==> src/rtl/top_vector_driver.sv <==
// top_vector_driver
// Stimulus/response stage wrapped around the merged-pin `top` block. A 2-bit
// vector accepted over a valid/ready handshake is driven onto top.in1/in2,
// held for SETTLE_CYCLES edges, then top.out1 is sampled, compared with the
// vector's expected value and returned over a second valid/ready handshake.
// A saturating counter accumulates mismatches across a regression run.
//
// Ports:
//   clk, rst_n                      clock, asynchronous active-low reset
//   vec_valid/vec_ready             stimulus handshake
//   vec_data[1:0], vec_expect       stimulus (bit0 -> in1, bit1 -> in2), expected out1
//   drive_in1, drive_in2            registered drives to top.in1 / top.in2
//   sense_out1                      top.out1, same clock domain
//   res_valid/res_ready             result handshake
//   res_data, res_vec, res_mismatch sampled out1, echoed vector, out1 ^ expect
//   err_cnt[ERR_W-1:0], err_clr     saturating mismatch count, synchronous clear
//
// state  | meaning
// -------+--------------------------------------------------------------
// IDLE   | ready for a vector; drives hold the previous vector
// SETTLE | drives stable, counting down to the out1 sample edge
// HOLD   | result presented, waiting for res_ready

module top_vector_driver #(
    parameter int SETTLE_CYCLES = 4,
    parameter int ERR_W         = 8
) (
    input  logic             clk,
    input  logic             rst_n,
    input  logic             vec_valid,
    output logic             vec_ready,
    input  logic [1:0]       vec_data,
    input  logic             vec_expect,
    output logic             drive_in1,
    output logic             drive_in2,
    input  logic             sense_out1,
    output logic             res_valid,
    input  logic             res_ready,
    output logic             res_data,
    output logic [1:0]       res_vec,
    output logic             res_mismatch,
    output logic [ERR_W-1:0] err_cnt,
    input  logic             err_clr
);

    if (SETTLE_CYCLES < 1 || SETTLE_CYCLES > 255) begin : g_bad_settle
        $error("top_vector_driver: SETTLE_CYCLES must be in 1..255");
    end

    localparam logic [7:0]       SETTLE_LOAD = 8'(SETTLE_CYCLES - 1);
    localparam logic [ERR_W-1:0] ERR_MAX     = '1;

    typedef enum logic [1:0] {
        IDLE   = 2'd0,
        SETTLE = 2'd1,
        HOLD   = 2'd2
    } state_t;

    state_t     state;
    state_t     state_nxt;
    logic [7:0] settle_cnt;
    logic [1:0] vec_lat;
    logic       expect_lat;
    logic       accept;
    logic       sample;
    logic       release_res;
    logic       mismatch_now;

    assign mismatch_now = sense_out1 ^ expect_lat;

    always_ff @(posedge clk or negedge rst_n) begin
        if (!rst_n) begin
            state <= IDLE;
        end else begin
            state <= state_nxt;
        end
    end

    always_comb begin
        state_nxt   = state;
        vec_ready   = 1'b0;
        accept      = 1'b0;
        sample      = 1'b0;
        release_res = 1'b0;
        case (state)
            IDLE: begin
                vec_ready = 1'b1;
                if (vec_valid) begin
                    accept    = 1'b1;
                    state_nxt = SETTLE;
                end
            end
            SETTLE: begin
                // Terminal count: this edge is E0 + SETTLE_CYCLES.
                if (settle_cnt == 8'd0) begin
                    sample    = 1'b1;
                    state_nxt = HOLD;
                end
            end
            HOLD: begin
                if (res_ready) begin
                    release_res = 1'b1;
                    state_nxt   = IDLE;
                end
            end
            default: state_nxt = IDLE;
        endcase
    end

    always_ff @(posedge clk or negedge rst_n) begin
        if (!rst_n) begin
            drive_in1    <= 1'b0;
            drive_in2    <= 1'b0;
            vec_lat      <= 2'b00;
            expect_lat   <= 1'b0;
            settle_cnt   <= 8'd0;
            res_valid    <= 1'b0;
            res_data     <= 1'b0;
            res_vec      <= 2'b00;
            res_mismatch <= 1'b0;
        end else begin
            if (accept) begin
                drive_in1  <= vec_data[0];
                drive_in2  <= vec_data[1];
                vec_lat    <= vec_data;
                expect_lat <= vec_expect;
                settle_cnt <= SETTLE_LOAD;
            end else if (state == SETTLE && !sample) begin
                settle_cnt <= settle_cnt - 8'd1;
            end

            if (sample) begin
                res_data     <= sense_out1;
                res_vec      <= vec_lat;
                res_mismatch <= mismatch_now;
                res_valid    <= 1'b1;
            end else if (release_res) begin
                res_valid <= 1'b0;
            end
        end
    end

    // Clear has priority over a coincident mismatch increment.
    always_ff @(posedge clk or negedge rst_n) begin
        if (!rst_n) begin
            err_cnt <= '0;
        end else if (err_clr) begin
            err_cnt <= '0;
        end else if (sample && mismatch_now && err_cnt != ERR_MAX) begin
            err_cnt <= err_cnt + 1'b1;
        end
    end

endmodule

==> config.mk <==
export PLATFORM = sky130hd
export DESIGN_NAME = top_vector_driver
export DESIGN_NICKNAME = d
export VERILOG_FILES = /design/src/rtl/top_vector_driver.sv
export SDC_FILE = /design/constraint.sdc
export NUM_CORES = 1
export LEC_CHECK = 0
export ABC_AREA = 1
export BUFFER_PORTS_ARGS = -buffer_cell sky130_fd_sc_hd__buf_4
export CAP_MARGIN = 20
export CORE_ASPECT_RATIO = 0.5
export CORE_MARGIN = 1
export CORE_UTILIZATION = 55
export DETAILED_ROUTE_END_ITERATION = 12
export HOLD_SLACK_MARGIN = 0.15
export PLACE_DENSITY = 0.87
export SLEW_MARGIN = 20
export SYNTH_ARGS = -nofsm -noshare
export SYNTH_HDL_FRONTEND = slang
export SYNTH_SLANG_ARGS = --single-unit
==> constraint.sdc <==
create_clock -name clk -period 1.8 [get_ports clk]
set_clock_uncertainty 0.15 [all_clocks]
set_input_delay 0.36 -clock clk [delete_from_list [all_inputs] [get_ports clk]]
set_output_delay 0.36 -clock clk [all_outputs]
set_load 0.01 [all_outputs]
==> results.md, run 1 <==
* Layout Cells excl Fill at 270
* Crit path launch: settle_cnt[1]
* IO Port Bufs at 24
* Endpoints failing hold at 0
* Dpl cells at 262
* Share of cells above drive strength 1 at 21.5%
* Switching power at 1.07 mW
* DRC Markers at 0
* Worst reg2reg path startpoint: settle_cnt[1]
* Final Worst Setup Slack at between 0.1 and 0.15 ns
* Fmax at 0.594 GHz
* Status: complete, no violations
* Floorplan Core Area at around 2600 µm²
* Total track usage at 22.5%
* Pwr dens at 1420 nW/µm²
* CP Launch Type: flip-flop
* GRT overflow at 0
* Synth area leaders: dfrtp_1, nand2_1, nand3_1
* RSZ-0062 raised after global routing: no
* GPL Wtd Cong at between 0.8 and 0.9
* H-tree Lvls at 1
* Switching Fraction at 40.3%
* Num CTS Buffers at 3
* Hold/Removal Path Class: in2reg
* Family with the most delay on the worst path: simple AND/OR/NAND/NOR gates
* Critical path fanouts, max at 9
* FILL cells at 202
* CTS Root Cell: clkbuf_8
* WL per Instance at 11.6 µm
* Clock Tree Buf Depth at 2
* Detailed Routing Iterations Pass 1 at 4
* Synth top area share at 42.7%
* Critical Path, Cell by Cell: inv_1 -> ha_1 -> nand3_2 -> nor2_8 -> nand4_4 -> nand2_4 -> nand2_1 -> nand2_1
* Pwr Total at 2.66 mW
* Met1 Resource Use GR at 25.3%
* Initial core utilization at 58.2%
* Crit path max-delay cell type: dfrtp_1
* Die Area at approximately 3000 µm²
* Crit path arrival time at 1.75 ns
* Internal at roughly 1.6 mW
* Die Span Y at 39.2 µm
* Max_cap viols at 0
* Vias per cell at 4.99
* Peak supply drop at 0.891 mV
* P&R area growth vs syn at 22.8%
* Dpl ws at 0.0887 ns
* #FFs+latches synth at 26
* Largest net degree at the start of global routing at 27
* WP buf/inv at 1
* Vias in the first global route at 1172
* Final setup vio count at 0
* First-pass GRT wire length at 5.01 mm
* Yosys top cell by area: dfrtp_1
* Std cell rows at 13
* Flop pwr share at 34.9%
* Antenna cell count at 0
* Post-DP HPWL at 2.17 mm
* FF-to-FF setup slack at 0.12 ns
* Avg Inst Size Synth at 7.58 µm²
* Period minus WS final at 1.68 ns
* # IOs at 25
* Sink Count at 26
* Synthesized area at 1520 µm²
* Distinct cells, synth at 25
* Crit path kind: reg2reg
* Total negative setup slack at 0 ns
* Iter 0 DRT Violations at 44
* Hold Crit Start: vec_expect
* Antenna violations before repair at 0
* Max-slew headroom at 77.4%
* Vias at 1346
* Synth warnings at 0
* Synthesized Nets at 213
* Clk pwr share at 18.2%
* Chip Width at 76.4 µm
* Cells after Synth at 201
* Least-Margin Pin Slew at 0.339 ns
* Nets at 246
* Crit-path most repeated cell: nand2_1
* GRT Max-Usage Layer: met2
* Register area share after synthesis at 42.7%
* Routed Antenna Nets at 0
* Clock latency on the worst-skew pair at 0.27 ns
* Clk pin slew, worst setup/hold paths at approximately 0.090 ns
* Leak at around 1.0 nW
* M2 GR Usage at roughly 44%
* CP Data Required Time at between 1.5 and 2 ns
* Final Cycle Share at between 90 and 100%
* DRT Wirelength at 3.14 mm
* Max incr delay on CP at 0.41 ns
* Crit end category: flip-flop
* CTS tree: done
* Pins Over Slew Limit at 0
* Combinational share of power at 46.8%
* Met3 GRT Util at 6.12%
* Cts repair resizes at 0
==> worst reg2reg max path, cell delays in order (launching register included) <==
cell	delay (ns)
dfrtp_1	0.41
inv_1	0.09
ha_1	0.17
nand3_2	0.14
nor2_8	0.18
nand4_4	0.17
nand2_4	0.16
nand2_1	0.08
nand2_1	0.07
==> registers in the layout (all words and copies together) (netlist names) <==
register	cells
res_vec	2
vec_lat	1
drive_in2	1
settle_cnt	8
res_data	1
state	2
err_cnt	8
expect_lat	1
res_valid	1
res_mismatch	1
==> timing repair <==
item                                    CTS  global route
hold buffers                              3             0
setup buffers                             0             1
endpoints found under the setup margin    0             7
endpoints found under the hold margin    28             0
==> cell families (layout without fill, tap and decap cells) <==
| logic type | Yosys count | after routing | share of synthesized area, % |
|---|---|---|---|
| AND/OR/NAND/NOR | 127 | 127 | 40.8 |
| buffers and inverters | 30 | 62 | 7.88 |
| flip-flops | 26 | 26 | 42.7 |
| AO/OA/AOI/OAI | 13 | 13 | 5.01 |
| adder cells (fa/ha/maj) | 3 | 3 | 2.46 |
| XOR/XNOR | 2 | 2 | 1.15 |
==> per-stage QoR <==
| step | util, % | area, µm² | hold WS (ns) |
|---|---|---|---|
| 6_report | 71.5 | 1870 | 0.154 |
| 5_1_grt | 71.5 | 1870 | 0.159 |
| 4_1_cts | 70.7 | 1850 | 0.154 |
| 3_5_place_dp | 66.8 | 1750 | 0.135 |
| 3_3_place_gp | 66.8 | 1750 | 0.135 |
| 2_1_floorplan | - | 1520 | -0.0856 |
==> final timing paths <==
| path | cells past startpoint | to |
|---|---|---|
| max in group asynchronous | 2 | expect_lat |
| min in group asynchronous | 2 | err_cnt[5] |
| max reg2reg | 8 | err_cnt[4] |
| min reg2reg | 2 | res_data |
| max | 8 | err_cnt[4] |
| min | 3 | expect_lat |
==> per-layer routing <==
| layer | wire length (µm) | share of wire, % | vias up |
|---|---|---|---|
| li1 | - | - | 692 |
| met2 | 1590 | 51 | 21 |
| met1 | 1400 | 44 | 627 |
| met3 | 114 | 3.6 | 6 |
| met4 | 40 | 1.3 | 0 |
| met5 | 0 | 0 | - |
==> synthesized netlist by cell type <==
master and count:
nor2_1 14, nand3_2 1, nor2_4 4, dfrtp_1 26
nand4_4 1, a21oi_1 1, nor2_2 1, o21ai_1 2
buf_6 1, nand2_4 2, nand4_1 2, clkbuf_1 1
nand2_1 67, nand2_2 4, inv_1 25, o21ai_2 3
ha_1 3, nor3b_1 2, xor2_1 1, inv_2 2
o21ai_0 7, xnor2_1 1, nor2_8 1, nand3_1 28
clkinv_1 1
==> final cells by class <==
class | instances | area, µm² | share of cell area [%]
clock buffers | 3 | 41.3 | 2.21
clock inverters | 1 | 30.0 | 1.60
inverters | 28 | 105 | 5.61
multi-input cells | 145 | 753 | 40.2
flip-flops and latches | 26 | 651 | 34.8
well taps | 37 | 46.3 | 2.47
repair buffers | 30 | 245 | 13.1
==> layout by cell type, fill, tap and decap left out, types with 2 or more instances in the layout <==
cell	synthesis	routed
buf_4	0	26
clkbuf_8	0	3
dfrtp_1	26	26
dlygate4sd3_1	0	3
ha_1	3	3
inv_1	25	25
inv_2	2	2
nand2_1	67	67
nand2_2	4	4
nand2_4	2	2
nand3_1	28	28
nand4_1	2	2
nor2_1	14	14
nor2_4	4	4
nor3b_1	2	2
o21ai_0	7	7
o21ai_1	2	2
o21ai_2	3	3
==> power by group through the flow <==
stage	combinational (mW)	clock [mW]	sequential [mW]
after floorplan	0.788	0	0.952
after global placement	1.10	0	0.921
after detailed placement	1.15	0	0.930
after CTS	1.17	0.488	0.927
after global routing	1.37	0.516	0.949
final	1.25	0.485	0.930
Power figures use the tool's default switching activity.
==> run 2: changes to the inputs <==
--- a/config.mk
+++ b/config.mk
@@ -5,12 +5,11 @@
 export SDC_FILE = /design/constraint.sdc
 export NUM_CORES = 1
 export LEC_CHECK = 0
-export ABC_AREA = 1
+export ABC_AREA = 0
 export BUFFER_PORTS_ARGS = -buffer_cell sky130_fd_sc_hd__buf_4
 export CAP_MARGIN = 20
-export CORE_ASPECT_RATIO = 0.5
 export CORE_MARGIN = 1
-export CORE_UTILIZATION = 55
+export CORE_UTILIZATION = 54
 export DETAILED_ROUTE_END_ITERATION = 12
 export HOLD_SLACK_MARGIN = 0.15
 export PLACE_DENSITY = 0.87
==> run 2 against run 1 <==
Effect of this change:
- the flow now finishes with violations (negative setup slack)
- combinational power rose by 18%
- register-to-register slack got worse by 0.43 ns
- setup slack got worse by 0.43 ns
- non-clock buffer count rose by 24
- critical path depth fell by 2
- maximum frequency fell by 21%
- synthesized cell count fell by 33%
- sequential share of layout area fell by 1.0 points
- global-route usage rose by 7.7 points
==> results.md, run 2 <==
* Critical Path, Cell by Cell: inv_2 -> ha_4 -> or3b_4 -> nand4b_4 -> or4_4 -> a21oi_2 (was inv_1 -> ha_1 -> nand3_2 -> nor2_8 -> nand4_4 -> nand2_4 -> nand2_1 -> nand2_1)
* Clock Tree Buf Depth at 2 (unchanged)
* Register area share after synthesis at 49.0% (was 42.7%)
* Switching Fraction at 38.9% (was 40.3%)
* FILL cells at 94 (was 202)
* Synthesized area at 1330 µm² (was 1520 µm²)
* Synth area leaders: dfrtp_1, nand2_1, o21ai_0 (was dfrtp_1, nand2_1, nand3_1)
* Endpoints failing hold at 0 (unchanged)
* Critical path fanouts, max at 5 (was 9)
* Crit path kind: reg2reg (unchanged)
* Vias in the first global route at 1194 (was 1172)
* H-tree Lvls at 1 (unchanged)
* Synth async-reset ratio at 100% (unchanged)
* Sink Count at 26 (unchanged)
* CTS tree: done (unchanged)
* DRC Markers at 0 (unchanged)
* Dpl ws at -0.243 ns (was 0.0887 ns)
* Vias at 1376 (was 1346)
* CP Data Required Time at 1.93 ns (was 1.87 ns)
* Layout Cells excl Fill at 216 (was 270)
* DRT Wirelength at 3.92 mm (was 3.14 mm)
* Iter 0 DRT Violations at 61 (was 44)
* Nets at 201 (was 246)
* Internal at 1.71 mW (was 1.59 mW)
* Largest net degree at the start of global routing at 27 (unchanged)
* Switching power at 1.09 mW (was 1.07 mW)
* Total track usage at 30.2% (was 22.5%)
* Hold/Removal Path Class: in2reg (unchanged)
* Initial core utilization at 58.4% (was 58.2%)
* Most frequent cell after synthesis: dfrtp_1 (was nand2_1)
* Commonest non-fill, non-tap cell in the layout: buf_4 (was nand2_1)
* Post-DP HPWL at 2.08 mm (was 2.17 mm)
* Floorplan Core Area at 2280 µm² (was 2620 µm²)
* Main synth FF type: dfrtp_1 (unchanged)
* CTS Root Cell: clkbuf_4 (was clkbuf_8)
* Final Worst Setup Slack at -0.318 ns (was 0.117 ns)
* Peak supply drop at 1.43 mV (was 0.891 mV)
* Dpl cells at 200 (was 262)
* Synth warnings at 0 (unchanged)
* Max_cap viols at 0 (unchanged)
* Hold endpoint: settle_cnt[0] (was expect_lat)
* #FFs+latches synth at 26 (unchanged)
* Clk pin slew, worst setup/hold paths at 0.15 ns (was 0.09 ns)
* Vias per cell at 6.37 (was 4.99)
* Failing checks: negative setup slack
* FF+latch area at 651 µm² (unchanged)
* Distinct cells, synth at 36 (was 25)
* Number of synthesized flops with an enable pin at 0 (unchanged)
* Final Cell Area at 1930 µm² (was 1870 µm²)
* FF-to-FF path depth at 6 (was 8)
* Hold_ws at 0.246 ns (was 0.154 ns)
* Combinational share of power at 52.8% (was 46.8%)
* Period minus WS final at 2.12 ns (was 1.68 ns)
* Total negative setup slack at -2.87 ns (was 0 ns)
* Flop pwr share at 32.1% (was 34.9%)
* Multi-input logic area at 742 µm² (was 753 µm²)
* Die Span Y at 51.6 µm (was 39.2 µm)
* Max-slew headroom at 59.9% (was 77.4%)
* Post-synth top cells: dfrtp_1, nand2_1, nor2_1, o21ai_0, a21oi_1 (was nand2_1, nand3_1, dfrtp_1, inv_1, nor2_1)
* Most frequent cells in the layout: buf_4, dfrtp_1, nand2_1 (was nand2_1, nand3_1, dfrtp_1, buf_4, inv_1)
* WL per Instance at 18.2 µm (was 11.6 µm)
* Std cell rows at 17 (was 13)
* Synthesized Nets at 146 (was 213)
* Hold Crit Start: vec_valid (was vec_expect)
* Status: finished, violations left (was complete, no violations)
* Routed Antenna Nets at 0 (unchanged)
* Die Area at 2660 µm² (was 3000 µm²)
* Reg2reg end: err_cnt[7] (was err_cnt[4])
* Antenna violations before repair at 0 (unchanged)
* Pwr dens at 1450 nW/µm² (was 1420 nW/µm²)
* Clock latency on the worst-skew pair at 0.34 ns (was 0.27 ns)
* Yosys top cell by area: dfrtp_1 (unchanged)
* Pwr Total at 2.80 mW (was 2.66 mW)
* Share of cells above drive strength 1 at 41.0% (was 21.5%)
* Fin util at 84.8% (was 71.5%)
* GRT overflow at 0 (unchanged)
* Least-Margin Pin Slew at 0.599 ns (was 0.339 ns)
* Placed cell areas at 1670 µm² (was 1750 µm²)
* CP Launch Type: flip-flop (unchanged)
* Num CTS Buffers at 3 (unchanged)
* Fmax at 0.472 GHz (was 0.594 GHz)
* P&R area growth vs syn at 45.2% (was 22.8%)
* Chip Width at 51.6 µm (was 76.4 µm)
* Max incr delay on CP at 0.52 ns (was 0.41 ns)
* Biggest regs: err_cnt x8, settle_cnt x8 (unchanged)
* RSZ-0062 raised after global routing: yes (was no)
* First-pass GRT wire length at 5.69 mm (was 5.01 mm)
* IO Port Bufs at 24 (unchanged)
* Avg Inst Size Synth at 9.92 µm² (was 7.58 µm²)
* Cells after Synth at 134 (was 201)
* Worst reg2reg path startpoint: settle_cnt[0] (was settle_cnt[1])
* Crit path max-delay cell type: or4_4 (was dfrtp_1)
* Clk pwr share at 15.1% (was 18.2%)
* Crit end category: flip-flop (unchanged)
* Detailed Routing Iterations Pass 1 at 6 (was 4)
* Pins Over Slew Limit at 0 (unchanged)
* GPL Wtd Cong at 0.833 (was 0.841)
* Leak at 0.891 nW (was 1.00 nW)
* Antenna cell count at 0 (unchanged)
* Crit path arrival time at 2.25 ns (was 1.75 ns)
* Final Cycle Share at 118% (was 93.5%)
* Final setup vio count at 18 (was 0)
* Synth top area share at 49.0% (was 42.7%)
* FF-to-FF setup slack at -0.32 ns (was 0.12 ns)
* # IOs at 25 (unchanged)
* Hold Path Depth at 3 (unchanged)
## run 2: cell types whose count changed after synthesis, moves of 4 or more
cell     before  now
nor2_1       14    9
nand2_2       4    0
a21oi_1       1    8
or4_1         0    4
xor2_1        1    5
nor2_4        4    0
nand2_1      67   20
nand3_1      28    4
inv_1        25    6
## run 2: per-layer routing
layer | part of all wire, % | track usage [%]
met1 | 40 | 37.2
met2 | 50 | 50.0
met3 | 5.8 | 4.97
met4 | 3.5 | 17.1
met5 | 0 | 0
## run 2: repair_timing
| action | 4_1_cts | 5_1_grt |
|---|---|---|
| gates resized for setup | 12 | 8 |
| hold endpoints to repair | 39 | 0 |
| cloned | 1 | 0 |
| pin swaps | 5 | 6 |
| buffers inserted | 2 | 2 |
| endpoints found under the setup margin | 16 | 20 |
| hold buffers | 7 | 0 |
## run 2: worst max-delay path by stage
| stage | cells after the start | start | slack [ns] | end |
|---|---|---|---|---|
| 2_1_floorplan | 8 | settle_cnt[1] | -0.25 | err_cnt[5] |
| 3_3_place_gp | 6 | settle_cnt[1] | -0.17 | err_cnt[7] |
| 3_5_place_dp | 7 | settle_cnt[1] | -0.24 | err_cnt[0] |
| 4_1_cts | 6 | settle_cnt[1] | -0.27 | err_cnt[7] |
| 5_1_grt | 7 | settle_cnt[1] | -0.37 | err_cnt[0] |
| 6_report | 6 | settle_cnt[0] | -0.32 | err_cnt[7] |
## run 2: power groups by stage
| stage | clock [mW] | combinational [mW] | sequential (mW) |
|---|---|---|---|
| finish | 0.423 | 1.48 | 0.901 |
| global route | 0.443 | 1.58 | 0.916 |
| CTS | 0.410 | 1.35 | 0.889 |
| detailed placement | 0 | 1.17 | 0.898 |
| global placement | 0 | 1.13 | 0.887 |
| floorplan | 0 | 0.616 | 0.947 |
## run 2: area by class of cell
type                       count  area share (%)
clock buffer                   3            1.17
tap                           28            1.82
sequential                    26            33.7
inverter                       6            1.17
multi-input combinational     98            38.5
clock inverter                 1            1.56
timing repair buffer          54            22.1
## run 2: cell families (layout without fill, tap and decap cells)
kind of cell | count (synthesis) | count (layout) | synth area share, %
adders and majority gates | 3 | 3 | 2.83
AOI/OAI and AO/OA | 27 | 27 | 12.5
xor gates and xnor gates | 6 | 6 | 3.95
and+or+nand+nor | 57 | 58 | 24.6
buffers and inverters | 11 | 64 | 3.86
DFF | 26 | 26 | 49.0
muxes | 4 | 4 | 3.30
## run 2: critical path, delay by kind of cell (launching register included)
family,cells,cell delay [ns]
AO/OA/AOI/OAI,1,0.12
adder cells (fa/ha/maj),1,0.14
buffers and inverters,1,0.09
flip-flops,1,0.43
AND/OR/NAND/NOR,3,1.13
==> run 3: changes to the inputs <==
--- a/config.mk
+++ b/config.mk
@@ -8,11 +8,14 @@
 export ABC_AREA = 0
 export BUFFER_PORTS_ARGS = -buffer_cell sky130_fd_sc_hd__buf_4
 export CAP_MARGIN = 20
+export CORE_ASPECT_RATIO = 1.2
 export CORE_MARGIN = 1
-export CORE_UTILIZATION = 54
+export CORE_UTILIZATION = 56
+export CTS_BUF_LIST = sky130_fd_sc_hd__clkbuf_8
 export DETAILED_ROUTE_END_ITERATION = 12
+export GPL_ROUTABILITY_DRIVEN = 1
 export HOLD_SLACK_MARGIN = 0.15
-export PLACE_DENSITY = 0.87
+export PLACE_DENSITY = 0.89
 export SLEW_MARGIN = 20
 export SYNTH_ARGS = -nofsm -noshare
 export SYNTH_HDL_FRONTEND = slang
==> run 3 against run 2 <==
Effect of this change:
- the run still ends with negative setup slack left
- largest power group unchanged
- largest cell class unchanged
- via count rose by 2.8%
- sequential share of layout area is 0.58 points lower
- die area is 3.4% lower
- core utilization is 7.0 points higher
- total power rose by 8.7%
- worst hold slack lost 0.087 ns
- clock-buffer cell count stayed put
- first-iteration DRC count is 9.8% higher
- non-clock buffer count rose by 3
- design area rose by 1.8%
- register-to-register slack worse by 0.13 ns
==> results.md, run 3 (synthesis gave the netlist of run 2 again) <==
* IO Port Bufs at 24 (unchanged)
* Pwr dens at 1550 nW/µm² (was 1450 nW/µm²)
* CTS tree: done (unchanged)
* Placed cell areas at 1670 µm² (about the same)
* CP Data Required Time at 1.84 ns (was 1.93 ns)
* Initial core utilization at 62.1% (was 58.4%)
* Family with the most delay on the worst path: simple AND/OR/NAND/NOR gates (unchanged)
* Fmax at 0.444 GHz (was 0.472 GHz)
* Hold/Removal Path Class: in2reg (unchanged)
* Iter 0 DRT Violations at 67 (was 61)
* Share of cells above drive strength 1 at 43.7% (was 41.0%)
* Final Worst Setup Slack at -0.450 ns (was -0.318 ns)
* CTS Root Cell: clkbuf_8 (was clkbuf_4)
* GRT overflow at 0 (unchanged)
* Total negative setup slack at -3.12 ns (was -2.87 ns)
* Std cell rows at 18 (was 17)
* Least-Margin Pin Slew at 0.595 ns (was 0.599 ns)
* Hold_ws at 0.159 ns (was 0.246 ns)
* Crit path max-delay cell type: dfrtp_1 (was or4_4)
* Combinational share of power at 53.5% (was 52.8%)
* Max incr delay on CP at 0.41 ns (was 0.52 ns)
* Pins Over Slew Limit at 0 (unchanged)
* Largest net degree at the start of global routing at 27 (unchanged)
* RSZ-0062 raised after global routing: yes (unchanged)
* Final Cell Area at 1960 µm² (was 1930 µm²)
* Max_cap viols at 0 (unchanged)
* Fin util at 91.8% (was 84.8%)
* Final setup vio count at 15 (was 18)
* Max-slew headroom at 60.1% (was 59.9%)
* Routed Antenna Nets at 0 (unchanged)
* DRC Markers at 0 (unchanged)
* Status: finished, violations left (unchanged)
* Antenna cell count at 0 (unchanged)
* Dpl cells at 202 (was 200)
* GPL Wtd Cong at 0.839 (was 0.833)
* Leak at 0.909 nW (was 0.891 nW)
* Switching power at 1.20 mW (was 1.09 mW)
* FILL cells at 77 (was 94)
* Layout Cells excl Fill at 220 (was 216)
* CP Launch Type: flip-flop (unchanged)
* Nets at 203 (was 201)
* Post-DP HPWL at 2.19 mm (was 2.08 mm)
* Flop pwr share at 30.2% (was 32.1%)
* Chip Width at 46.5 µm (was 51.6 µm)
* # IOs at 25 (unchanged)
* Crit path arrival time at 2.29 ns (was 2.25 ns)
* WP buf/inv at 2 (was 1)
* Multi-input logic area at 736 µm² (was 742 µm²)
* Failing checks: negative setup slack (unchanged)
* Clk pin slew, worst setup/hold paths at 0.09 ns (was 0.15 ns)
* Vias per cell at 6.43 (was 6.37)
* DRT Wirelength at 4.71 mm (was 3.92 mm)
* Antenna violations before repair at 0 (unchanged)
* P&R area growth vs syn at 47.7% (was 45.2%)
* Total track usage at 34.9% (was 30.2%)
* Vias at 1414 (was 1376)
* Critical Path, Cell by Cell: inv_2 -> ha_4 -> or3b_4 -> nand4b_4 -> buf_4 -> or3_1 -> a21oi_1 (was inv_2 -> ha_4 -> or3b_4 -> nand4b_4 -> or4_4 -> a21oi_2)
* Endpoints failing hold at 0 (unchanged)
* FF+latch area at 651 µm² (unchanged)
* Switching Fraction at 39.4% (was 38.9%)
* Final Cycle Share at 125% (was 118%)
* WL per Instance at 21.4 µm (was 18.2 µm)
* Num CTS Buffers at 3 (unchanged)
* Internal at 1.85 mW (was 1.71 mW)
* Detailed Routing Iterations Pass 1 at 4 (was 6)
* Crit end category: flip-flop (unchanged)
* Commonest non-fill, non-tap cell in the layout: buf_4 (unchanged)
* Most frequent cells in the layout: buf_4, dfrtp_1, nand2_1 (unchanged)
* H-tree Lvls at 1 (unchanged)
* Clock latency on the worst-skew pair at 0.28 ns (was 0.34 ns)
* Die Span Y at 55.4 µm (was 51.6 µm)
* Biggest regs: err_cnt x8, settle_cnt x8 (unchanged)
* Sink Count at 26 (unchanged)
* Peak supply drop at 1.70 mV (was 1.43 mV)
* Clk pwr share at 16.3% (was 15.1%)
* Die Area at 2570 µm² (was 2660 µm²)
* Critical path fanouts, max at 8 (was 5)
* Crit path kind: reg2reg (unchanged)
* Clock Tree Buf Depth at 2 (unchanged)
* Vias in the first global route at 1330 (was 1194)
* Period minus WS final at 2.25 ns (was 2.12 ns)
* Floorplan Core Area at 2140 µm² (was 2280 µm²)
* First-pass GRT wire length at 6.38 mm (was 5.69 mm)
[run 3: cell type report]
type	instances	share of cell area, %
clock buffers	3	2.10
flip-flops and latches	26	33.1
clock inverters	1	1.53
well taps	30	1.91
inverters	6	1.15
multi-input cells	97	37.5
repair buffers	57	22.7
[run 3: final timing paths]
kind,startpoint,end,slack [ns],cells after the start
min in group asynchronous,rst_n,drive_in2,0.36,2
max reg2reg,settle_cnt[0],err_cnt[5],-0.45,7
min reg2reg,res_vec[1],res_vec[1],0.36,1
max in group asynchronous,rst_n,err_cnt[3],0.88,2
max,settle_cnt[0],err_cnt[5],-0.45,7
min,err_clr,err_cnt[7],0.16,2
[run 3: stage by stage]
step	worst slack, ns	power [mW]
final	-0.450	3.05
after global routing	-0.490	3.17
after CTS	-0.263	2.78
after detailed placement	-0.270	2.08
after global placement	-0.182	2.02
after floorplan	-0.247	1.56
[run 3: routing by layer]
metal,GRT usage [%],wire (µm),vias to the layer above
met1,40.0,1710,670
li1,-,-,597
met2,59.9,2320,114
met4,15.1,330,0
met3,5.88,352,33
met5,0,0,-
[run 3: what timing repair did]
item                                   4_1_cts  5_1_grt
hold buffers                                 4        0
setup endpoints to repair                   17       18
resized for setup                           15        9
pin swaps                                   11        9
endpoints found under the hold margin       29        0
buffers inserted                             9        1
[run 3: power by group through the flow]
| stage | clock (mW) | sequential, mW | combinational, mW |
|---|---|---|---|
| final | 0.496 | 0.921 | 1.63 |
| after global routing | 0.521 | 0.930 | 1.72 |
| after CTS | 0.485 | 0.890 | 1.40 |
| after detailed placement | 0 | 0.902 | 1.18 |
| after global placement | 0 | 0.887 | 1.13 |
| after floorplan | 0 | 0.947 | 0.616 |
